$ cat config.mk
export PLATFORM = sky130hd
export DESIGN_NAME = muldiv_ctrl
export DESIGN_NICKNAME = d
export VERILOG_FILES = /design/src/rtl/muldiv_ctrl.sv
export SDC_FILE = /design/constraint.sdc
export NUM_CORES = 1
export LEC_CHECK = 0
export CAP_MARGIN = 20
export CORE_ASPECT_RATIO = 0.5
export CORE_MARGIN = 1.5
export CORE_UTILIZATION = 30
export DETAILED_ROUTE_END_ITERATION = 12
export SLEW_MARGIN = 20
export SYNTH_ARGS = -nofsm -noshare
export SYNTH_HDL_FRONTEND = slang
export SYNTH_SLANG_ARGS = --single-unit
$ cat constraint.sdc
create_clock -name clk -period 5.81 [get_ports clk]
set_clock_uncertainty 0.05 [all_clocks]
set_input_delay 0.581 -clock clk [delete_from_list [all_inputs] [get_ports clk]]
set_output_delay 0.581 -clock clk [all_outputs]
set_load 0.02 [all_outputs]
$ cat src/rtl/muldiv_ctrl.sv
`default_nettype none
// ============================================================================
//  Module      : muldiv_ctrl
//  Description : Sequencer for the iterative multiplier/divider of the EXE
//                stage. Latches MULT/DIV operands once, holds the level-type
//                begin signal to the selected unit, waits for its end strobe
//                under a watchdog, short-circuits divide-by-zero, honours
//                pipeline cancel and presents a one-cycle HI/LO result strobe.
//  Ports       : clk, reset (async, active-high)
//                exe_valid, op_mult, op_div, op_sign, op_a, op_b, cancel
//                  - decode fields and flush from the ID->EXE path
//                mult_begin, div_begin, md_sign, md_op1, md_op2
//                  - start and operands toward the multiply/divide units
//                mult_end, product, div_end, quotient, remainder
//                  - completion and results from the units
//                busy, done, res_hi, res_lo, err
//                  - stall, result strobe and HI/LO values toward EXE->MEM
//  Revision    : 1.0 - initial release
// ============================================================================
module muldiv_ctrl #(
    parameter int WDOG_CYCLES = 64
) (
    input  logic        clk,
    input  logic        reset,
    input  logic        exe_valid,
    input  logic        op_mult,
    input  logic        op_div,
    input  logic        op_sign,
    input  logic [31:0] op_a,
    input  logic [31:0] op_b,
    input  logic        cancel,
    output logic        mult_begin,
    output logic        div_begin,
    output logic        md_sign,
    output logic [31:0] md_op1,
    output logic [31:0] md_op2,
    input  logic        mult_end,
    input  logic [63:0] product,
    input  logic        div_end,
    input  logic [31:0] quotient,
    input  logic [31:0] remainder,
    output logic        busy,
    output logic        done,
    output logic [31:0] res_hi,
    output logic [31:0] res_lo,
    output logic        err
);

    typedef enum logic [1:0] {
        ST_IDLE = 2'd0,
        ST_MUL  = 2'd1,
        ST_DIV  = 2'd2,
        ST_DONE = 2'd3
    } state_t;

    localparam logic [6:0]  c_wdog_last = 7'(WDOG_CYCLES - 1);
    localparam logic [31:0] c_all_ones  = 32'hFFFF_FFFF;

    state_t      r_state;
    state_t      w_next_state;
    logic [6:0]  r_wdog;
    logic        r_sign;
    logic [31:0] r_op1;
    logic [31:0] r_op2;
    logic [31:0] r_hi;
    logic [31:0] r_lo;
    logic        r_err;

    logic        w_accept;
    logic        w_wdog_hit;
    logic        w_div_by_zero;

    // Reset gates accept so busy is low while reset is held, independent of
    // whatever the decode fields happen to show.
    assign w_accept      = ~reset & exe_valid & (op_mult | op_div) & ~cancel
                         & (r_state == ST_IDLE);
    assign w_wdog_hit    = (r_wdog == c_wdog_last);
    assign w_div_by_zero = ~op_mult & (op_b == 32'd0);

    // ------------------------------------------------------------------
    // State register
    // ------------------------------------------------------------------
    always_ff @(posedge clk or posedge reset) begin
        if (reset) begin
            r_state <= ST_IDLE;
        end else begin
            r_state <= w_next_state;
        end
    end

    // ------------------------------------------------------------------
    // Next-state logic
    // ------------------------------------------------------------------
    always_comb begin
        w_next_state = r_state;
        case (r_state)
            ST_IDLE: begin
                if (w_accept) begin
                    if (op_mult) begin
                        w_next_state = ST_MUL;
                    end else if (w_div_by_zero) begin
                        w_next_state = ST_DONE;
                    end else begin
                        w_next_state = ST_DIV;
                    end
                end
            end
            ST_MUL: begin
                if (cancel) begin
                    w_next_state = ST_IDLE;
                end else if (mult_end || w_wdog_hit) begin
                    w_next_state = ST_DONE;
                end
            end
            ST_DIV: begin
                if (cancel) begin
                    w_next_state = ST_IDLE;
                end else if (div_end || w_wdog_hit) begin
                    w_next_state = ST_DONE;
                end
            end
            ST_DONE: begin
                w_next_state = ST_IDLE;
            end
            default: begin
                w_next_state = ST_IDLE;
            end
        endcase
    end

    // ------------------------------------------------------------------
    // Operand latch, watchdog and result capture
    // ------------------------------------------------------------------
    always_ff @(posedge clk or posedge reset) begin
        if (reset) begin
            r_wdog <= 7'd0;
            r_sign <= 1'b0;
            r_op1  <= 32'd0;
            r_op2  <= 32'd0;
            r_hi   <= 32'd0;
            r_lo   <= 32'd0;
            r_err  <= 1'b0;
        end else begin
            case (r_state)
                ST_IDLE: begin
                    if (w_accept) begin
                        r_sign <= op_sign;
                        r_op1  <= op_a;
                        r_op2  <= op_b;
                        r_wdog <= 7'd0;
                        r_err  <= 1'b0;
                        // Divide-by-zero never reaches the divider; the
                        // MIPS-style result is formed right here.
                        if (w_div_by_zero) begin
                            r_hi <= op_a;
                            r_lo <= c_all_ones;
                        end
                    end
                end
                ST_MUL: begin
                    if (!cancel) begin
                        r_wdog <= r_wdog + 7'd1;
                        // A real completion in the expiry cycle beats the
                        // watchdog.
                        if (mult_end) begin
                            r_hi  <= product[63:32];
                            r_lo  <= product[31:0];
                            r_err <= 1'b0;
                        end else if (w_wdog_hit) begin
                            r_hi  <= 32'd0;
                            r_lo  <= 32'd0;
                            r_err <= 1'b1;
                        end
                    end
                end
                ST_DIV: begin
                    if (!cancel) begin
                        r_wdog <= r_wdog + 7'd1;
                        if (div_end) begin
                            r_hi  <= remainder;
                            r_lo  <= quotient;
                            r_err <= 1'b0;
                        end else if (w_wdog_hit) begin
                            r_hi  <= 32'd0;
                            r_lo  <= 32'd0;
                            r_err <= 1'b1;
                        end
                    end
                end
                default: begin
                end
            endcase
        end
    end

    // ------------------------------------------------------------------
    // Outputs: begin strobes decode the state register only, so they drop
    // with reset asynchronously and never see a combinational input path.
    // ------------------------------------------------------------------
    assign mult_begin = (r_state == ST_MUL);
    assign div_begin  = (r_state == ST_DIV);
    assign md_sign    = r_sign;
    assign md_op1     = r_op1;
    assign md_op2     = r_op2;
    assign busy       = (r_state == ST_MUL) | (r_state == ST_DIV) | w_accept;
    // A flush arriving in the DONE cycle suppresses the result strobe.
    assign done       = (r_state == ST_DONE) & ~cancel;
    assign res_hi     = r_hi;
    assign res_lo     = r_lo;
    assign err        = r_err & done;

endmodule
`default_nettype wire

==> flow_summary.toml <==
[status]
status = "completed"

[detailed_routing]
drtAntennaViolNets = 0
vias = 5979
dr.pass1.iters = 4
routed_wl_mm = 23.4
post-route-drc-count = 0
vias_per_cell = 5.02
wl_per_cell_microns = 19.6
drtIter0Drc = 308

[yosys]
synth_top_flop_cell = "dfrtp_1"
synth_cell_types = 37
avgSynthCellArea_sq_um = 11.7
synth-edff-count = 0
ys_seq_area_share_pct = 52.6
syn_area_sq_mm = 0.00662
ys_async_sr_fraction_pct = 100
synthTopCellsByArea = "dfrtp_1 53%, mux2_2 11%, a22o_1 8.5%"
ys_warn_count = 0
syn_inst = 566
yosysMostFrequentCell = "dfrtp_1"
synthTopCellsByCount = "139 x dfrtp_1, 65 x mux2_2, 64 x a22o_1"
synth_top_area_share_pct = 52.6
syn-num-nets = 772
synth_top_area_cell = "dfrtp_1"
ys_seq_elements = 139

[critical_path]
path_cells = "inv_1 > ha_2 > buf_4 > or2_2 > clkdlybuf4s50_1"
critical_path_arrival_ns = 2.81
startpoint_type = "register"
crit_fanout = 60
critical_path_class = "register to primary output"
cp.required_ns = 5.18
path_delay_family = "buffers and inverters"
crit_path_end_kind = "primary output"
critPathBufInv = 3
cpPeakStageDelay_ns = 0.62
cpMaxStageDelayCell = "clkdlybuf4s50_1"

[clocking]
hold_buffers = 0
clock-root-buffer = "clkbuf_16"
cts_setup_buffers = 0
cts_buffer_depth = 2
cts_resized = 0
cts_buffers = 17
cts.clk_slew.worst_paths_ns = 0.06
cts_num_sinks = 139
cts_tree = "done"
h-tree-depth = 4
insertion_delay_ns = 0.42

[sta]
grt_setup_unrepaired = "false"
drv_slew = 0
max_freq_mhz = 291
relSlewSlack_pct = 35.9
setup_viol = 0
min_period_ns = 3.44
setup_tns_ns = 0
min_period_over_period_pct = 59.2
tightest_slew_ns = 0.962
whs_ns = 0.451
finalHoldViolations = 0

[job]
maxCapViolations = 0

[final_layout]
final_nets = 1085
synthToLayoutAreaGrowth_pct = 63.2
final_cell_area_sq_mm = 0.0108
drive_gt1_share_pct = 13.2

[global_route]
grt_pass1_vias = 5890
grt_usage_pct = 20.2
grt_busiest_layer = "met2"
grt_pass1_wl_mm = 34.9
antenna_found_initial = 1
grt_use_met2_pct = 33.4
use_met3_pct = 3.54
grt_overflow = 0
use_met1_pct = 26.3
grt_start_max_net_pins = 97

[worst_hold_path]
holdCritPathClass = "register to register"

[die]
pin_count = 335
initial_core_util_pct = 30.6
rows = 38
dieArea_sq_mm = 0.0230
core_region_area_sq_mm = 0.0216
die_y_microns = 108
die_x_microns = 213

[pwr]
switching_share_pct = 39.4
seqPwrFrac_pct = 26.3
combPwrFrac_pct = 56.3
p_leak_nw = 4.28
p_sw_mw = 2.56
clkPwrFrac_pct = 17.4
p_per_area_mw_per_mm2 = 601
power.total_mw = 6.49
internal_power_mw = 3.93
peakVddDrop_mv = 0.240

[placed_design]
gp_congestion = 0.816
dpl.hpwl_mm = 17.3
portBuffers = 334
postPlaceCellArea_sq_mm = 0.0102
-- worst register-to-register path: cells and delay by family, from the launching register on --
kind,cells,cell delay [ns]
AND/OR/NAND/NOR,2,0.38
flip-flops,1,0.42
buffers and inverters,3,1.13
AO/OA/AOI/OAI,3,0.65
adder cells (fa/ha/maj),1,0.47
-- cell type report --
type                            instances  area (sq um)
Tap cell                              300           375
Clock buffer                           20           467
Inverter                                5          23.8
Fill cell                            1945         10800
Antenna cell                            1          2.50
Clock inverter                         11           141
Multi-Input combinational cell        371          2870
Timing Repair Buffer                  345          3450
Sequential cell                       139          3480
-- stage by stage --
step | std cells | setup slack, ns | utilization (%)
6_report | 1192 | 2.37 | 49.9
5_1_grt | 1192 | 2.21 | 49.9
4_1_cts | 1190 | 2.27 | 49.8
3_5_place_dp | 1159 | 2.06 | 47.0
3_3_place_gp | 1159 | 2.12 | 47.0
2_1_floorplan | 566 | 1.45 | -
-- placed cells by master (no fill, tap or decap), types with 3 or more instances in the layout --
| cell type | n |
|---|---|
| clkbuf_8 | 3 |
| o21ai_1 | 9 |
| dfrtp_1 | 139 |
| clkinv_2 | 4 |
| ha_1 | 4 |
| clkbuf_16 | 17 |
| clkinvlp_4 | 3 |
| nor2b_1 | 7 |
| a21oi_1 | 35 |
| xnor2_1 | 4 |
| nor4_1 | 11 |
| nor2_1 | 42 |
| a22oi_1 | 33 |
| inv_1 | 3 |
| mux2_2 | 65 |
| or2_2 | 3 |
| nand2_1 | 6 |
| buf_4 | 10 |
| nand4_1 | 4 |
| a22o_1 | 64 |
| a221o_1 | 32 |
| bufinv_16 | 3 |
| clkdlybuf4s50_1 | 334 |
| o21ai_0 | 30 |
-- cell families after synthesis --
kind of cell | after synthesis | synth area share [%]
adders and majority gates | 5 | 0.946
and+or+nand+nor | 83 | 6.32
AOI/OAI and AO/OA | 214 | 24.2
buffers and inverters | 56 | 4.37
DFF | 139 | 52.6
xor gates and xnor gates | 4 | 0.529
muxes | 65 | 11.1
-- power groups by stage --
stage | clock (mW) | combinational (mW) | sequential (mW)
global placement | 0 | 3.59 | 1.70
CTS | 1.16 | 3.65 | 1.71
detailed placement | 0 | 3.64 | 1.72
finish | 1.13 | 3.65 | 1.71
floorplan | 0 | 1.60 | 2.25
global route | 1.20 | 3.90 | 1.77
-- worst paths after layout --
kind,start,endpoint,slack [ns],cells after the start
max,r_state[1]$_DFFE_PP0P_,busy,2.37,5
min in group asynchronous,reset,md_op2[1]$_DFFE_PP0P_,0.73,2
min,res_lo[0]$_DFFE_PP0P_,res_lo[0]$_DFFE_PP0P_,0.45,1
max in group asynchronous,reset,r_wdog[6]$_DFFE_PP0P_,3.83,3
min reg2reg,res_lo[0]$_DFFE_PP0P_,res_lo[0]$_DFFE_PP0P_,0.45,1
max reg2reg,r_state[1]$_DFFE_PP0P_,res_hi[22]$_DFFE_PP0P_,2.61,9
-- flip-flops by register name, summed over array words and instances, names as in the netlist --
register,cells
md_op2,32
md_op1,32
r_wdog,7
res_hi,32
md_sign,1
r_state,2
res_lo,32
r_err,1
-- per-layer routing --
layer | vias up | wire, microns | part of all wire (%)
li1 | 2821 | - | -
met1 | 2989 | 10500 | 45
met2 | 138 | 11400 | 49
met3 | 31 | 1020 | 4.4
met4 | 0 | 502 | 2.1
met5 | - | 0 | 0
Note: power is estimated with default switching activity, not from simulation.
